`src/rtl/decode_queue.sv`:
```
// decode_queue: small circular FIFO between the decode mux and the next stage.
//
// Ports
//   clock_i, reset_i         rising-edge clock, asynchronous active-low reset
//   enable_i                 push strobe; all payload *_i fields are captured together
//   flush_i                  synchronous discard of every entry (overrides push/pop)
//   ready_i                  downstream takes the head entry this cycle
//   valid_o                  a head entry is present
//   *_o payload              head entry, driven straight from storage; zero when empty
//   stall_o                  upstream should stop pushing (one slot of slack remains)
//   count_o                  number of occupied entries
//   overflow_o               sticky: a push was dropped because the queue was full
//
// Handshake: the head entry transfers on a rising edge where valid_o and ready_i
// are both high; valid_o does not depend on ready_i, and ready_i is ignored
// while the queue is empty. A push while full is accepted only if a pop happens
// on the same edge, otherwise it is dropped and overflow_o is raised.
module decode_queue #(
  parameter int unsigned depth                   = 4,
  parameter int unsigned addressWidth            = 64,
  parameter int unsigned opcodeSize              = 12,
  parameter int unsigned funcUnitCodeSize        = 3,
  parameter int unsigned formatWidth             = 25,
  parameter int unsigned bodyWidth               = 64,
  parameter int unsigned instructionCounterWidth = 64,
  parameter int unsigned instMinIdWidth          = 7,
  parameter int unsigned PidSize                 = 20,
  parameter int unsigned TidSize                 = 16,
  parameter int unsigned regAccessPatternSize    = 2
) (
  input  logic                               clock_i,
  input  logic                               reset_i,
  input  logic                               enable_i,
  input  logic [formatWidth-1:0]             instFormat_i,
  input  logic [opcodeSize-1:0]              opcode_i,
  input  logic [addressWidth-1:0]            address_i,
  input  logic [funcUnitCodeSize-1:0]        funcUnitType_i,
  input  logic [instructionCounterWidth-1:0] majID_i,
  input  logic [instMinIdWidth-1:0]          minID_i,
  input  logic [instMinIdWidth-1:0]          numMicroOps_i,
  input  logic                               is64Bit_i,
  input  logic [PidSize-1:0]                 pid_i,
  input  logic [TidSize-1:0]                 tid_i,
  input  logic [regAccessPatternSize-1:0]    op1rw_i,
  input  logic [regAccessPatternSize-1:0]    op2rw_i,
  input  logic [regAccessPatternSize-1:0]    op3rw_i,
  input  logic [regAccessPatternSize-1:0]    op4rw_i,
  input  logic                               op1IsReg_i,
  input  logic                               op2IsReg_i,
  input  logic                               op3IsReg_i,
  input  logic                               op4IsReg_i,
  input  logic [bodyWidth-1:0]               body_i,
  input  logic                               flush_i,
  input  logic                               ready_i,
  output logic                               valid_o,
  output logic                               stall_o,
  output logic [$clog2(depth):0]             count_o,
  output logic                               overflow_o,
  output logic [formatWidth-1:0]             instFormat_o,
  output logic [opcodeSize-1:0]              opcode_o,
  output logic [addressWidth-1:0]            address_o,
  output logic [funcUnitCodeSize-1:0]        funcUnitType_o,
  output logic [instructionCounterWidth-1:0] majID_o,
  output logic [instMinIdWidth-1:0]          minID_o,
  output logic [instMinIdWidth-1:0]          numMicroOps_o,
  output logic                               is64Bit_o,
  output logic [PidSize-1:0]                 pid_o,
  output logic [TidSize-1:0]                 tid_o,
  output logic [regAccessPatternSize-1:0]    op1rw_o,
  output logic [regAccessPatternSize-1:0]    op2rw_o,
  output logic [regAccessPatternSize-1:0]    op3rw_o,
  output logic [regAccessPatternSize-1:0]    op4rw_o,
  output logic                               op1IsReg_o,
  output logic                               op2IsReg_o,
  output logic                               op3IsReg_o,
  output logic                               op4IsReg_o,
  output logic [bodyWidth-1:0]               body_o
);

  localparam int unsigned PTR_W = $clog2(depth);
  localparam int unsigned CNT_W = PTR_W + 1;
  localparam int unsigned PAY_W = formatWidth + opcodeSize + addressWidth + funcUnitCodeSize
                                + instructionCounterWidth + 2 * instMinIdWidth + 1
                                + PidSize + TidSize + 4 * regAccessPatternSize + 4 + bodyWidth;

  localparam logic [CNT_W-1:0] FULL_CNT  = CNT_W'(depth);
  localparam logic [CNT_W-1:0] STALL_CNT = CNT_W'(depth - 1);

  // All payload fields travel as one word so an entry is written atomically.
  logic [PAY_W-1:0] pay_in;
  logic [PAY_W-1:0] pay_out;
  logic [PAY_W-1:0] mem [depth];

  logic [PTR_W-1:0] wr_ptr;
  logic [PTR_W-1:0] rd_ptr;
  logic [CNT_W-1:0] count_q;
  logic             overflow_q;

  logic full;
  logic push;
  logic pop;
  logic drop;

  assign pay_in = {instFormat_i, opcode_i, address_i, funcUnitType_i, majID_i,
                   minID_i, numMicroOps_i, is64Bit_i, pid_i, tid_i,
                   op1rw_i, op2rw_i, op3rw_i, op4rw_i,
                   op1IsReg_i, op2IsReg_i, op3IsReg_i, op4IsReg_i, body_i};

  always_comb begin
    full = (count_q == FULL_CNT);
    pop  = valid_o & ready_i;
    // A full queue still accepts a push when the head leaves on the same edge.
    push = enable_i & (~full | pop);
    drop = enable_i & full & ~pop;
  end

  always_ff @(posedge clock_i or negedge reset_i) begin
    if (!reset_i) begin
      wr_ptr     <= '0;
      rd_ptr     <= '0;
      count_q    <= '0;
      overflow_q <= 1'b0;
    end else begin
      if (drop) begin
        overflow_q <= 1'b1;
      end
      if (flush_i) begin
        wr_ptr  <= '0;
        rd_ptr  <= '0;
        count_q <= '0;
      end else begin
        // Pointers are exactly log2(depth) bits, so the increment wraps modulo depth.
        if (push) begin
          wr_ptr <= wr_ptr + PTR_W'(1);
        end
        if (pop) begin
          rd_ptr <= rd_ptr + PTR_W'(1);
        end
        case ({push, pop})
          2'b10:   count_q <= count_q + CNT_W'(1);
          2'b01:   count_q <= count_q - CNT_W'(1);
          default: count_q <= count_q;
        endcase
      end
    end
  end

  // Storage is not reset; empty slots are masked by valid_o on the way out.
  always_ff @(posedge clock_i) begin
    if (push && !flush_i) begin
      mem[wr_ptr] <= pay_in;
    end
  end

  assign count_o    = count_q;
  assign valid_o    = (count_q != '0);
  assign stall_o    = (count_q >= STALL_CNT);
  assign overflow_o = overflow_q;
  assign pay_out    = valid_o ? mem[rd_ptr] : '0;

  assign {instFormat_o, opcode_o, address_o, funcUnitType_o, majID_o,
          minID_o, numMicroOps_o, is64Bit_o, pid_o, tid_o,
          op1rw_o, op2rw_o, op3rw_o, op4rw_o,
          op1IsReg_o, op2IsReg_o, op3IsReg_o, op4IsReg_o, body_o} = pay_out;

endmodule
```
`config.mk`:
```
export PLATFORM = sky130hd
export DESIGN_NAME = decode_queue
export DESIGN_NICKNAME = d
export VERILOG_FILES = /design/src/rtl/decode_queue.sv
export SDC_FILE = /design/constraint.sdc
export NUM_CORES = 1
export LEC_CHECK = 0
export BUFFER_PORTS_ARGS = -buffer_cell sky130_fd_sc_hd__buf_2
export CORE_MARGIN = 5
export CORE_UTILIZATION = 25
export DETAILED_ROUTE_END_ITERATION = 10
export HOLD_SLACK_MARGIN = 0.02
export PLACE_DENSITY_LB_ADDON = 0.25
export SYNTH_ARGS = -nofsm -noshare
export SYNTH_HDL_FRONTEND = slang
export SYNTH_SLANG_ARGS = --single-unit
export TNS_END_PERCENT = 20
```
`constraint.sdc`:
```
create_clock -name clock_i -period 54 [get_ports clock_i]
set_input_delay 2.7 -clock clock_i [delete_from_list [all_inputs] [get_ports clock_i]]
set_output_delay 2.7 -clock clock_i [all_outputs]
set_load 0.1 [all_outputs]
```
==> results of run 1 <==
-- through the flow --
stage	utilization	instance area, um^2
2_1_floorplan	-	45200
3_3_place_gp	0.282	50900
4_1_cts	0.305	55000
3_5_place_dp	0.282	50900
5_1_grt	0.305	55100
6_report	0.305	55100
-- cells in the final DEF, fill, tap and decap left out, types with 3 or more instances in the layout --
cell	synthesis	routed
dfrtp_1	8	6
bufinv_16	0	6
inv_1	4	4
xor2_1	3	3
and2_1	295	295
clkbuf_16	0	141
edfxtp_1	1180	1180
clkinv_2	0	15
buf_12	0	8
clkinvlp_4	0	4
inv_6	0	6
nand2b_1	4	4
clkbuf_1	37	32
clkinv_8	0	4
diode_2	0	25
nor2_1	6	6
buf_4	3	25
buf_2	33	600
mux4_2	295	295
nor3b_2	0	4
nor2b_1	3	3
ha_1	4	4
clkinv_1	0	32
-- layer usage --
metal  global-route usage  vias to the layer above
li1                     -                     9348
met1                0.133                    11200
met2                0.205                      539
met3               0.0334                      233
met4               0.0513                       12
met5                    0                        -
-- worst reg2reg max path, stage by stage (launching register included) --
cell and delay, ns:
dfrtp_1 0.62, or3b_1 0.19, o21ai_0 0.25, nor3b_2 0.29
buf_4 0.73, buf_4 0.80, buf_4 0.54, buf_4 0.77
-- flip-flops by register name (all words and copies together), names as in the netlist --
| signal | flops |
|---|---|
| mem | 1180 |
| count_o | 3 |
| rd_ptr | 2 |
| wr_ptr | 2 |
| overflow_o | 1 |
-- logic make-up after synthesis --
family          after synthesis  synth area share
compound gates               12           0.00199
xor+xnor                      4          0.000775
fa+ha+maj                     5           0.00155
buf+inv                     109            0.0153
flops                      1188             0.789
mux                         298             0.148
simple gates                320            0.0441
-- where the power goes --
group          switching [mW]  internal, mW
Clock                   0.360         0.505
Sequential             0.0104          1.04
Combinational           0.436         0.115
Total                   0.807          1.67
-- synthesized netlist by cell type (2+ instances only) --
cell       instances  area, um^2
buf_6             30         338
clkbuf_2           2        10.0
dfrtp_1            8         200
nand2b_1           4        25.0
clkbuf_1          37         139
nor3b_1            4        30.0
o2111ai_1          2        17.5
and2_1           295        1850
inv_1              4        15.0
nor2_1             6        22.5
buf_2             33         165
ha_1               4        50.1
nand2_1            2        7.51
nor2b_1            3        18.8
mux4_2           295        6640
buf_4              3        22.5
edfxtp_1        1180       35400
nand3_1            2        10.0
xor2_1             3        26.3
-- cell type report --
type,count,area (um^2)
fillers,17600,125000
flip-flops and latches,1188,35600
multi-input cells,639,8880
clock buffers,173,3650
repair buffers,633,3350
well taps,2370,2970
clock inverters,67,523
diodes,25,62.6
inverters,4,15.0
-- worst max path at each step --
stage	startpoint	slack [ns]	end	depth (start not counted)
after floorplan	enable_i	28.08	mem[0][0]	3
after global placement	rd_ptr[0]	46.38	pid_o[0]	6
after detailed placement	rd_ptr[0]	46.41	pid_o[0]	6
after CTS	rd_ptr[0]	45.53	pid_o[0]	6
after global routing	rd_ptr[0]	45.28	pid_o[0]	6
final	rd_ptr[0]	45.90	pid_o[0]	6
==> metrics.txt, run 1 <==
# TYPE chip_impl_metric gauge
chip_impl_info{name="clock_tree.root_cell",value="clkbuf_16"} 1
chip_impl_metric{name="power.static_leakage",unit="nW"} 18.3
chip_impl_metric{name="timing.hold.ws",unit="ns"} 0.466
chip_impl_metric{name="synthDistinctLibCells",unit=""} 38
chip_impl_metric{name="routedWlPerCell",unit="um"} 22.1
chip_impl_metric{name="tot_gr_track_use",unit=""} 0.117
chip_impl_metric{name="core_area",unit="mm^2"} 0.180
chip_impl_metric{name="cellPowerDensity",unit="mW/mm^2"} 44.9
chip_impl_info{name="critPathTopFamily",value="buffers and inverters"} 1
chip_impl_metric{name="dieArea",unit="mm^2"} 0.189
chip_impl_metric{name="max-cap-violations",unit=""} 0
chip_impl_metric{name="top_level_ports",unit=""} 601
chip_impl_metric{name="yosysWarningCount",unit=""} 0
chip_impl_metric{name="final_weighted_congestion_of_routability_driven_global_placement",unit=""} 0.711
chip_impl_metric{name="post-cts-setup-buffer-count",unit=""} 0
chip_impl_metric{name="remaining_drc_errors",unit=""} 0
chip_impl_metric{name="overall_die_width",unit="um"} 435
chip_impl_metric{name="final-instance-count-excl-fill",unit=""} 5099
chip_impl_metric{name="post_cts.resized_instances",unit=""} 0
chip_impl_metric{name="max_freq",unit="MHz"} 123
chip_impl_metric{name="net_total_in_the_final_layout",unit=""} 2907
chip_impl_metric{name="synth-edff-count",unit=""} 1180
chip_impl_info{name="worstHoldEndpoint",value="overflow_o"} 1
chip_impl_metric{name="syn-num-nets",unit=""} 2241
chip_impl_metric{name="clk_path_buf_depth",unit=""} 3
chip_impl_metric{name="syn_inst",unit=""} 1936
chip_impl_metric{name="min_period_over_period",unit=""} 0.150
chip_impl_info{name="tritoncts",value="built"} 1
chip_impl_metric{name="slowest_delay",unit="ns"} 1.08
chip_impl_info{name="timing.hold.worst.class",value="reg -> reg"} 1
chip_impl_metric{name="clk_pin_slew_worst_paths",unit="ns"} 0.06
chip_impl_metric{name="worstRegToRegCells",unit=""} 7
chip_impl_metric{name="detailedRoute.firstPassIterationCount",unit=""} 5
chip_impl_metric{name="ys_seq_area_frac",unit=""} 0.789
chip_impl_metric{name="die_height",unit="um"} 435
chip_impl_metric{name="grt_pass1_wl",unit="um"} 163000
chip_impl_metric{name="setup_total_negative_slack",unit="ns"} 0
chip_impl_metric{name="route.detailed.vias_per_inst",unit=""} 4.19
chip_impl_info{name="synth_flop_cell",value="edfxtp_1"} 1
chip_impl_metric{name="worst_pin_slew",unit="ns"} 1.14
chip_impl_metric{name="final_layout_size_suffix_gt1_frac",unit=""} 0.412
chip_impl_metric{name="final_routed_wirelength_across_all_metal_layers",unit="um"} 113000
chip_impl_info{name="crit-reg2reg-launch",value="count_o[0]"} 1
chip_impl_metric{name="first_global_vias",unit=""} 22800
chip_impl_metric{name="timing.clock.skew",unit="ns"} 0.0245
chip_impl_metric{name="detailroute.wirelength.met3",unit="um"} 6120
chip_impl_metric{name="ctsHtreeMaxLevel",unit=""} 4
chip_impl_metric{name="syn_area",unit="mm^2"} 0.0452
chip_impl_metric{name="cell_rows",unit=""} 156
chip_impl_metric{name="postRouteAntennaNets",unit=""} 0
chip_impl_metric{name="fin_crit",unit="ns"} 8.10
chip_impl_metric{name="initial_core_util",unit=""} 0.251
chip_impl_info{name="criticalPathCategory",value="reg -> out"} 1
chip_impl_info{name="status",value="completed"} 1
chip_impl_info{name="highest_signal_layer_in_the_routed_design",value="met5"} 1
chip_impl_metric{name="relSlewSlack",unit=""} 0.242
chip_impl_metric{name="wirelength_met1",unit="um"} 43100
chip_impl_metric{name="post_cts_hold_buffer_count",unit=""} 0
chip_impl_metric{name="pre_cts_slack",unit="ns"} 46.41
chip_impl_metric{name="worstPathMaxFanout",unit=""} 46
chip_impl_metric{name="worstHoldPathCells",unit=""} 1
chip_impl_metric{name="input_output_buffers",unit=""} 600
chip_impl_metric{name="synthArstFlopShare",unit=""} 0.00673
chip_impl_metric{name="layout_setup_ws",unit="ns"} 45.90
chip_impl_metric{name="clock_sinks",unit=""} 1188
chip_impl_metric{name="cp_data_arrival_time",unit="ns"} 5.40
chip_impl_info{name="timing.critical_path.cells",value="buf_4, buf_4, buf_4, mux4_2, and2_1, buf_2"} 1
chip_impl_info{name="critPathCaptureType",value="primary output"} 1
chip_impl_metric{name="report.final.slew_viol_count",unit=""} 0
chip_impl_metric{name="timing.final.setup_violations",unit=""} 0
chip_impl_metric{name="synth_area_per_cell",unit="um^2"} 23.3
chip_impl_metric{name="final-hold-violation-count",unit=""} 0
chip_impl_metric{name="cts_made_buffers",unit=""} 136
chip_impl_info{name="timing.critical_path.mode_cell",value="buf_4"} 1
chip_impl_metric{name="reg2reg_slack",unit="ns"} 49.35
chip_impl_metric{name="grt_overflow_total",unit=""} 0
chip_impl_metric{name="required",unit="ns"} 51.30
chip_impl_metric{name="detailed_place_hpwl",unit="um"} 70000
chip_impl_metric{name="place_inst",unit=""} 4834
chip_impl_info{name="rsz0062_at_grt",value="false"} 1
chip_impl_info{name="cpMaxStageDelayCell",value="dfrtp_4"} 1
chip_impl_info{name="worstReg2RegEnd",value="mem[2][174]"} 1
chip_impl_metric{name="detailroute.via_count",unit=""} 21400
chip_impl_metric{name="ir_drop",unit="uV"} 35.8
chip_impl_metric{name="post_synthesis_to_final_layout_area_growth",unit="%"} 21.9
chip_impl_info{name="hp-start",value="overflow_o"} 1
chip_impl_info{name="timing.critical_path.from_type",value="register"} 1
chip_impl_metric{name="grt_start_max_net_pins",unit=""} 163
chip_impl_metric{name="total_power",unit="mW"} 2.47
chip_impl_metric{name="cp_num_buf_inv",unit=""} 4
chip_impl_metric{name="clock_insertion_delay_worst_skew",unit="ns"} 0.77
chip_impl_metric{name="met2WireLength",unit="um"} 59300
chip_impl_metric{name="dr.first_iter.drc_count",unit=""} 1153
chip_impl_metric{name="antenna_violations_before_repair",unit=""} 57
chip_impl_metric{name="postSynthRegisterBits",unit=""} 1188
No activity file was read; power rests on OpenSTA's default activity.
==> run 2: changes to the inputs <==
Clock period 54 ns to 8.1 ns, I/O delays scaled along.
==> metrics.txt, run 2 (synthesized netlist as in run 1, its figures left out) <==
# TYPE chip_impl_metric gauge
chip_impl_info{name="status",value="completed"} 1
chip_impl_metric{name="initial_core_util",unit=""} 0.251
chip_impl_info{name="cpMaxStageDelayCell",value="dfrtp_4"} 1
chip_impl_metric{name="clk_path_buf_depth",unit=""} 3
chip_impl_metric{name="report.final.slew_viol_count",unit=""} 0
chip_impl_metric{name="tot_gr_track_use",unit=""} 0.121
chip_impl_metric{name="largest_register_ffs",unit=""} 1180
chip_impl_info{name="criticalPathCategory",value="reg -> out"} 1
chip_impl_metric{name="net_total_in_the_final_layout",unit=""} 3207
chip_impl_info{name="crit_start",value="rd_ptr[0]"} 1
chip_impl_info{name="crit-reg2reg-launch",value="count_o[2]"} 1
chip_impl_metric{name="setup_total_negative_slack",unit="ns"} 0
chip_impl_metric{name="final_weighted_congestion_of_routability_driven_global_placement",unit=""} 0.707
chip_impl_metric{name="placed_cell_area",unit="mm^2"} 0.0509
chip_impl_metric{name="fillerInstances",unit=""} 17400
chip_impl_info{name="critPathCaptureType",value="primary output"} 1
chip_impl_metric{name="worst_pin_slew",unit="ns"} 1.10
chip_impl_info{name="tritoncts",value="built"} 1
chip_impl_metric{name="clk_pin_slew_worst_paths",unit="ns"} 0.06
chip_impl_metric{name="overall_die_width",unit="um"} 435
chip_impl_metric{name="cts_made_buffers",unit=""} 137
chip_impl_metric{name="final_layout_size_suffix_gt1_frac",unit=""} 0.373
chip_impl_metric{name="post_synthesis_to_final_layout_area_growth",unit="%"} 28.8
chip_impl_info{name="layout_commonest_cell",value="edfxtp_1"} 1
chip_impl_metric{name="final-instance-count-excl-fill",unit=""} 5388
chip_impl_metric{name="cellPowerDensity",unit="mW/mm^2"} 287
chip_impl_metric{name="remaining_drc_errors",unit=""} 0
chip_impl_info{name="timing.critical_path.mode_cell",value="buf_4"} 1
chip_impl_metric{name="dr.first_iter.drc_count",unit=""} 1177
chip_impl_metric{name="postRouteAntennaNets",unit=""} 0
chip_impl_metric{name="layout_setup_ws",unit="ns"} 3.38
chip_impl_metric{name="clock_sinks",unit=""} 1188
chip_impl_metric{name="dieArea",unit="mm^2"} 0.189
chip_impl_info{name="timing.critical_path.cells",value="buf_4, buf_4, mux4_2, and2_1, buf_2"} 1
chip_impl_metric{name="timing.clock.skew",unit="ns"} 0.0193
chip_impl_metric{name="worstPathMaxFanout",unit=""} 45
chip_impl_metric{name="post_cts_hold_buffer_count",unit=""} 299
chip_impl_metric{name="routedWlPerCell",unit="um"} 21.5
chip_impl_metric{name="die_height",unit="um"} 435
chip_impl_metric{name="post_layout_instance_area",unit="mm^2"} 0.0582
chip_impl_metric{name="layout.core_utilization",unit=""} 0.323
chip_impl_info{name="timing.critical_path.from_type",value="register"} 1
chip_impl_metric{name="timing.hold.ws",unit="ns"} 0.145
chip_impl_info{name="rsz0062_at_grt",value="false"} 1
chip_impl_metric{name="power.static_leakage",unit="nW"} 19.6
chip_impl_metric{name="grt_start_max_net_pins",unit=""} 156
chip_impl_metric{name="top_level_ports",unit=""} 601
chip_impl_metric{name="antenna_violations_before_repair",unit=""} 15
chip_impl_info{name="largest-register",value="mem"} 1
chip_impl_metric{name="post_cts.resized_instances",unit=""} 0
chip_impl_metric{name="detailedRoute.firstPassIterationCount",unit=""} 5
chip_impl_metric{name="fin_crit",unit="ns"} 4.72
chip_impl_metric{name="pre_cts_slack",unit="ns"} 3.98
chip_impl_metric{name="grt_pass1_wl",unit="um"} 171000
chip_impl_metric{name="cell_rows",unit=""} 156
chip_impl_metric{name="place_inst",unit=""} 4834
chip_impl_info{name="most-common-layout-cells",value="edfxtp_1 (1180), buf_2 (600), dlygate4sd3_1 (299)"} 1
chip_impl_metric{name="total_power",unit="mW"} 16.7
chip_impl_metric{name="max-cap-violations",unit=""} 0
chip_impl_metric{name="timing.final.setup_violations",unit=""} 0
chip_impl_metric{name="final_routed_wirelength_across_all_metal_layers",unit="um"} 116000
chip_impl_metric{name="max_freq",unit="MHz"} 212
chip_impl_metric{name="detailroute.via_count",unit=""} 22400
chip_impl_metric{name="route.detailed.vias_per_inst",unit=""} 4.16
chip_impl_metric{name="post-cts-setup-buffer-count",unit=""} 0
chip_impl_metric{name="ir_drop",unit="uV"} 178
chip_impl_metric{name="cp_data_arrival_time",unit="ns"} 4.32
chip_impl_metric{name="ctsHtreeMaxLevel",unit=""} 4
chip_impl_metric{name="core_area",unit="mm^2"} 0.180
chip_impl_metric{name="slowest_delay",unit="ns"} 1.13
chip_impl_metric{name="first_global_vias",unit=""} 24200
chip_impl_metric{name="clock_insertion_delay_worst_skew",unit="ns"} 0.77
chip_impl_metric{name="required",unit="ns"} 7.70
chip_impl_metric{name="grt_overflow_total",unit=""} 0
chip_impl_metric{name="input_output_buffers",unit=""} 600
chip_impl_info{name="clock_tree.root_cell",value="clkbuf_16"} 1
chip_impl_metric{name="final-hold-violation-count",unit=""} 0
chip_impl_info{name="timing.hold.worst.class",value="in -> async"} 1
chip_impl_metric{name="relSlewSlack",unit=""} 0.270
chip_impl_metric{name="min_period_over_period",unit=""} 0.583
chip_impl_metric{name="detailed_place_hpwl",unit="um"} 71000
## run 2: critical path, delay by kind of cell (launching register included)
kind          cells  cell delay [ns]
buf+inv           3             1.52
flops             1             1.13
mux               1             0.59
simple gates      1             0.18
## run 2: power breakdown
| part | total, mW | internal (mW) | switching (mW) |
|---|---|---|---|
| clock | 5.85 | 3.36 | 2.48 |
| sequential | 7.04 | 6.97 | 0.0700 |
| combinational | 3.80 | 0.867 | 2.94 |
| total | 16.7 | 11.2 | 5.49 |
## run 2: cell type report
class,count,area [um^2],area share
antenna,7,17.5,0.000301
inverter,4,15.0,0.000258
timing repair buffer,932,6360,0.109
multi-input combinational,639,8920,0.153
clock buffer,178,3690,0.0634
clock inverter,70,564,0.00970
sequential,1188,35700,0.613
tap,2370,2970,0.0510
## run 2: metal layers
metal,global-route usage,part of all wire,vias up,routed length [um]
li1,-,-,9942,-
met3,0.0300,0.043,208,4940
met1,0.138,0.39,11800,45200
met4,0.0464,0.037,2,4270
met2,0.217,0.53,500,61600
met5,0,0.00011,-,13
## run 2: worst paths after layout
kind | endpoint | slack, ns | depth (start not counted)
worst max-delay path | pid_o[13] | 3.38 | 5
worst min register to register | overflow_o | 0.46 | 1
worst max register to register | mem[3][98] | 4.62 | 5
worst min-delay path | count_o[2] | 0.15 | 2
min in group clock_i | mem[1][190] | 0.38 | 2
max in group asynchronous | count_o[0] | 7.75 | 2
==> run 3: changes to the inputs <==
Clock period 8.1 ns to 4.1 ns, I/O delays scaled along.
==> metrics.txt, run 3 (synthesized netlist as in run 1, its figures left out) <==
# TYPE chip_impl_metric gauge
chip_impl_metric{name="dr.first_iter.drc_count",unit=""} 1177
chip_impl_metric{name="remaining_drc_errors",unit=""} 0
chip_impl_metric{name="clock_insertion_delay_worst_skew",unit="ns"} 0.76
chip_impl_metric{name="layout.core_utilization",unit=""} 0.325
chip_impl_metric{name="net_total_in_the_final_layout",unit=""} 3249
chip_impl_metric{name="power.static_leakage",unit="nW"} 19.8
chip_impl_info{name="critPathCaptureType",value="primary output"} 1
chip_impl_metric{name="post_cts.resized_instances",unit=""} 0
chip_impl_metric{name="clk_pin_slew_worst_paths",unit="ns"} 0.06
chip_impl_info{name="critPathTopFamily",value="simple AND/OR/NAND/NOR gates"} 1
chip_impl_metric{name="grt_pass1_wl",unit="um"} 170000
chip_impl_info{name="timing.critical_path.from_type",value="register"} 1
chip_impl_metric{name="worstPathMaxFanout",unit=""} 110
chip_impl_metric{name="timing.hold.ws",unit="ns"} 0.189
chip_impl_metric{name="clk_path_buf_depth",unit=""} 3
chip_impl_metric{name="cp_num_buf_inv",unit=""} 2
chip_impl_metric{name="top_level_ports",unit=""} 601
chip_impl_info{name="timing.hold.worst.class",value="in -> reg"} 1
chip_impl_metric{name="final_routed_wirelength_across_all_metal_layers",unit="um"} 115000
chip_impl_info{name="status",value="completed"} 1
chip_impl_info{name="cpMaxStageDelayCell",value="or3_4"} 1
chip_impl_metric{name="detailedRoute.firstPassIterationCount",unit=""} 4
chip_impl_metric{name="core_area",unit="mm^2"} 0.180
chip_impl_metric{name="routedWlPerCell",unit="um"} 21.3
chip_impl_metric{name="antenna_violations_before_repair",unit=""} 10
chip_impl_metric{name="ir_drop",unit="uV"} 366
chip_impl_metric{name="die_height",unit="um"} 435
chip_impl_metric{name="timing.final.setup_violations",unit=""} 0
chip_impl_metric{name="cts_made_buffers",unit=""} 134
chip_impl_metric{name="ctsHtreeMaxLevel",unit=""} 4
chip_impl_metric{name="route.detailed.vias_per_inst",unit=""} 4.13
chip_impl_metric{name="final-hold-violation-count",unit=""} 0
chip_impl_metric{name="initial_core_util",unit=""} 0.251
chip_impl_metric{name="post_synthesis_to_final_layout_area_growth",unit="%"} 29.6
chip_impl_info{name="criticalPathCategory",value="reg -> out"} 1
chip_impl_metric{name="final-instance-count-excl-fill",unit=""} 5413
chip_impl_metric{name="max_freq",unit="MHz"} 288
chip_impl_metric{name="detailroute.via_count",unit=""} 22400
chip_impl_metric{name="cellPowerDensity",unit="mW/mm^2"} 557
chip_impl_metric{name="max-cap-violations",unit=""} 0
chip_impl_metric{name="report.final.slew_viol_count",unit=""} 0
chip_impl_metric{name="relSlewSlack",unit=""} 0.234
chip_impl_info{name="layout_commonest_cell",value="edfxtp_1"} 1
chip_impl_metric{name="cell_rows",unit=""} 156
chip_impl_metric{name="postRouteAntennaNets",unit=""} 0
chip_impl_metric{name="dieArea",unit="mm^2"} 0.189
chip_impl_metric{name="tot_gr_track_use",unit=""} 0.120
chip_impl_info{name="clock_tree.root_cell",value="clkbuf_16"} 1
chip_impl_metric{name="final_layout_size_suffix_gt1_frac",unit=""} 0.381
chip_impl_info{name="largest-register",value="mem"} 1
chip_impl_metric{name="fin_crit",unit="ns"} 3.47
chip_impl_metric{name="worst_pin_slew",unit="ns"} 1.15
chip_impl_metric{name="input_output_buffers",unit=""} 600
chip_impl_metric{name="timing.clock.skew",unit="ns"} 0.0267
chip_impl_metric{name="clock_sinks",unit=""} 1188
chip_impl_metric{name="overall_die_width",unit="um"} 435
chip_impl_metric{name="largest_register_ffs",unit=""} 1180
chip_impl_metric{name="place_inst",unit=""} 4877
chip_impl_metric{name="cp_data_arrival_time",unit="ns"} 3.26
chip_impl_metric{name="grt_overflow_total",unit=""} 0
chip_impl_info{name="tritoncts",value="built"} 1
chip_impl_info{name="most-common-layout-cells",value="edfxtp_1 (1180), buf_2 (600), dlygate4sd3_1 (301)"} 1
chip_impl_info{name="timing.critical_path.cells",value="or3_4, buf_4, and2_1, buf_2"} 1
chip_impl_metric{name="first_global_vias",unit=""} 24500
chip_impl_metric{name="grt_start_max_net_pins",unit=""} 111
chip_impl_metric{name="min_period_over_period",unit=""} 0.846
chip_impl_metric{name="final_weighted_congestion_of_routability_driven_global_placement",unit=""} 0.712
chip_impl_metric{name="slowest_delay",unit="ns"} 0.82
chip_impl_metric{name="required",unit="ns"} 3.89
chip_impl_metric{name="detailed_place_hpwl",unit="um"} 74800
chip_impl_info{name="rsz0062_at_grt",value="false"} 1
-- run 3: cell count changes in the layout (fill, tap and decap cells not counted) --
cell | before | now
buf_12 | 9 | 30
buf_4 | 24 | 46
clkbuf_1 | 36 | 24
clkbuf_16 | 142 | 139
clkinv_1 | 31 | 30
clkinv_16 | 1 | 0
clkinv_2 | 19 | 12
clkinv_4 | 2 | 1
clkinvlp_4 | 3 | 6
diode_2 | 7 | 10
dlygate4sd3_1 | 299 | 301
inv_16 | 4 | 1
inv_6 | 2 | 4
-- run 3: per-layer routing --
layer,vias to the layer above,GRT usage,wire length [um]
met4,0,0.0403,3380
met2,505,0.212,60100
met3,174,0.0310,5630
met5,-,0,0
met1,11700,0.143,46000
li1,10000,-,-
-- run 3: what timing repair did --
action | CTS | global route
hold buffers | 301 | 0
setup buffers | 0 | 0
hold endpoints to repair | 1197 | 0
-- run 3: cell type report --
class	instances	area [um^2]
fillers	17500	122000
flip-flops and latches	1188	35700
multi-input cells	639	8920
repair buffers	977	6960
clock buffers	163	3570
well taps	2370	2970
clock inverters	62	467
diodes	10	25.0
inverters	4	15.0
-- run 3: worst paths after layout --
check / endpoint / slack, ns / start / cells past startpoint
hold reg to reg: overflow_o / 0.48 / overflow_o / 1
hold / removal: mem[3][269] / 0.19 / opcode_i[11] / 2
setup reg to reg: count_o[2] / 1.30 / count_o[1] / 5
setup / recovery: tid_o[11] / 0.63 / count_o[0] / 4
min in group asynchronous: count_o[1] / 0.44 / reset_i / 3
max in group asynchronous: rd_ptr[0] / 3.32 / reset_i / 3
-- run 3: worst register-to-register path, cell delays in order (launching register included) --
cell and delay, ns:
dfrtp_4 0.53, or3_4 0.75, nor2b_1 0.31, fa_1 0.43
or4_1 0.54, a31oi_1 0.16
-- run 3: power breakdown --
group / leakage, nW / total, mW / internal (mW) / switching (mW)
Clock: 1.95 / 11.1 / 6.41 / 4.69
Combinational: 7.00 / 7.65 / 1.82 / 5.83
Sequential: 10.8 / 13.9 / 13.8 / 0.112
-- run 3: stage by stage --
| step | instance area, um^2 | setup WS, ns | power [mW] | setup TNS, ns |
|---|---|---|---|---|
| after floorplan | 45300 | -4.91 | 20.1 | -5794.41 |
| after global placement | 51500 | 1.25 | 21.6 | 0 |
| after detailed placement | 51500 | 1.22 | 21.7 | 0 |
| after CTS | 58600 | 0.454 | 33.2 | 0 |
| after global routing | 58600 | 0.273 | 34.0 | 0 |
| final | 58600 | 0.633 | 32.6 | 0 |
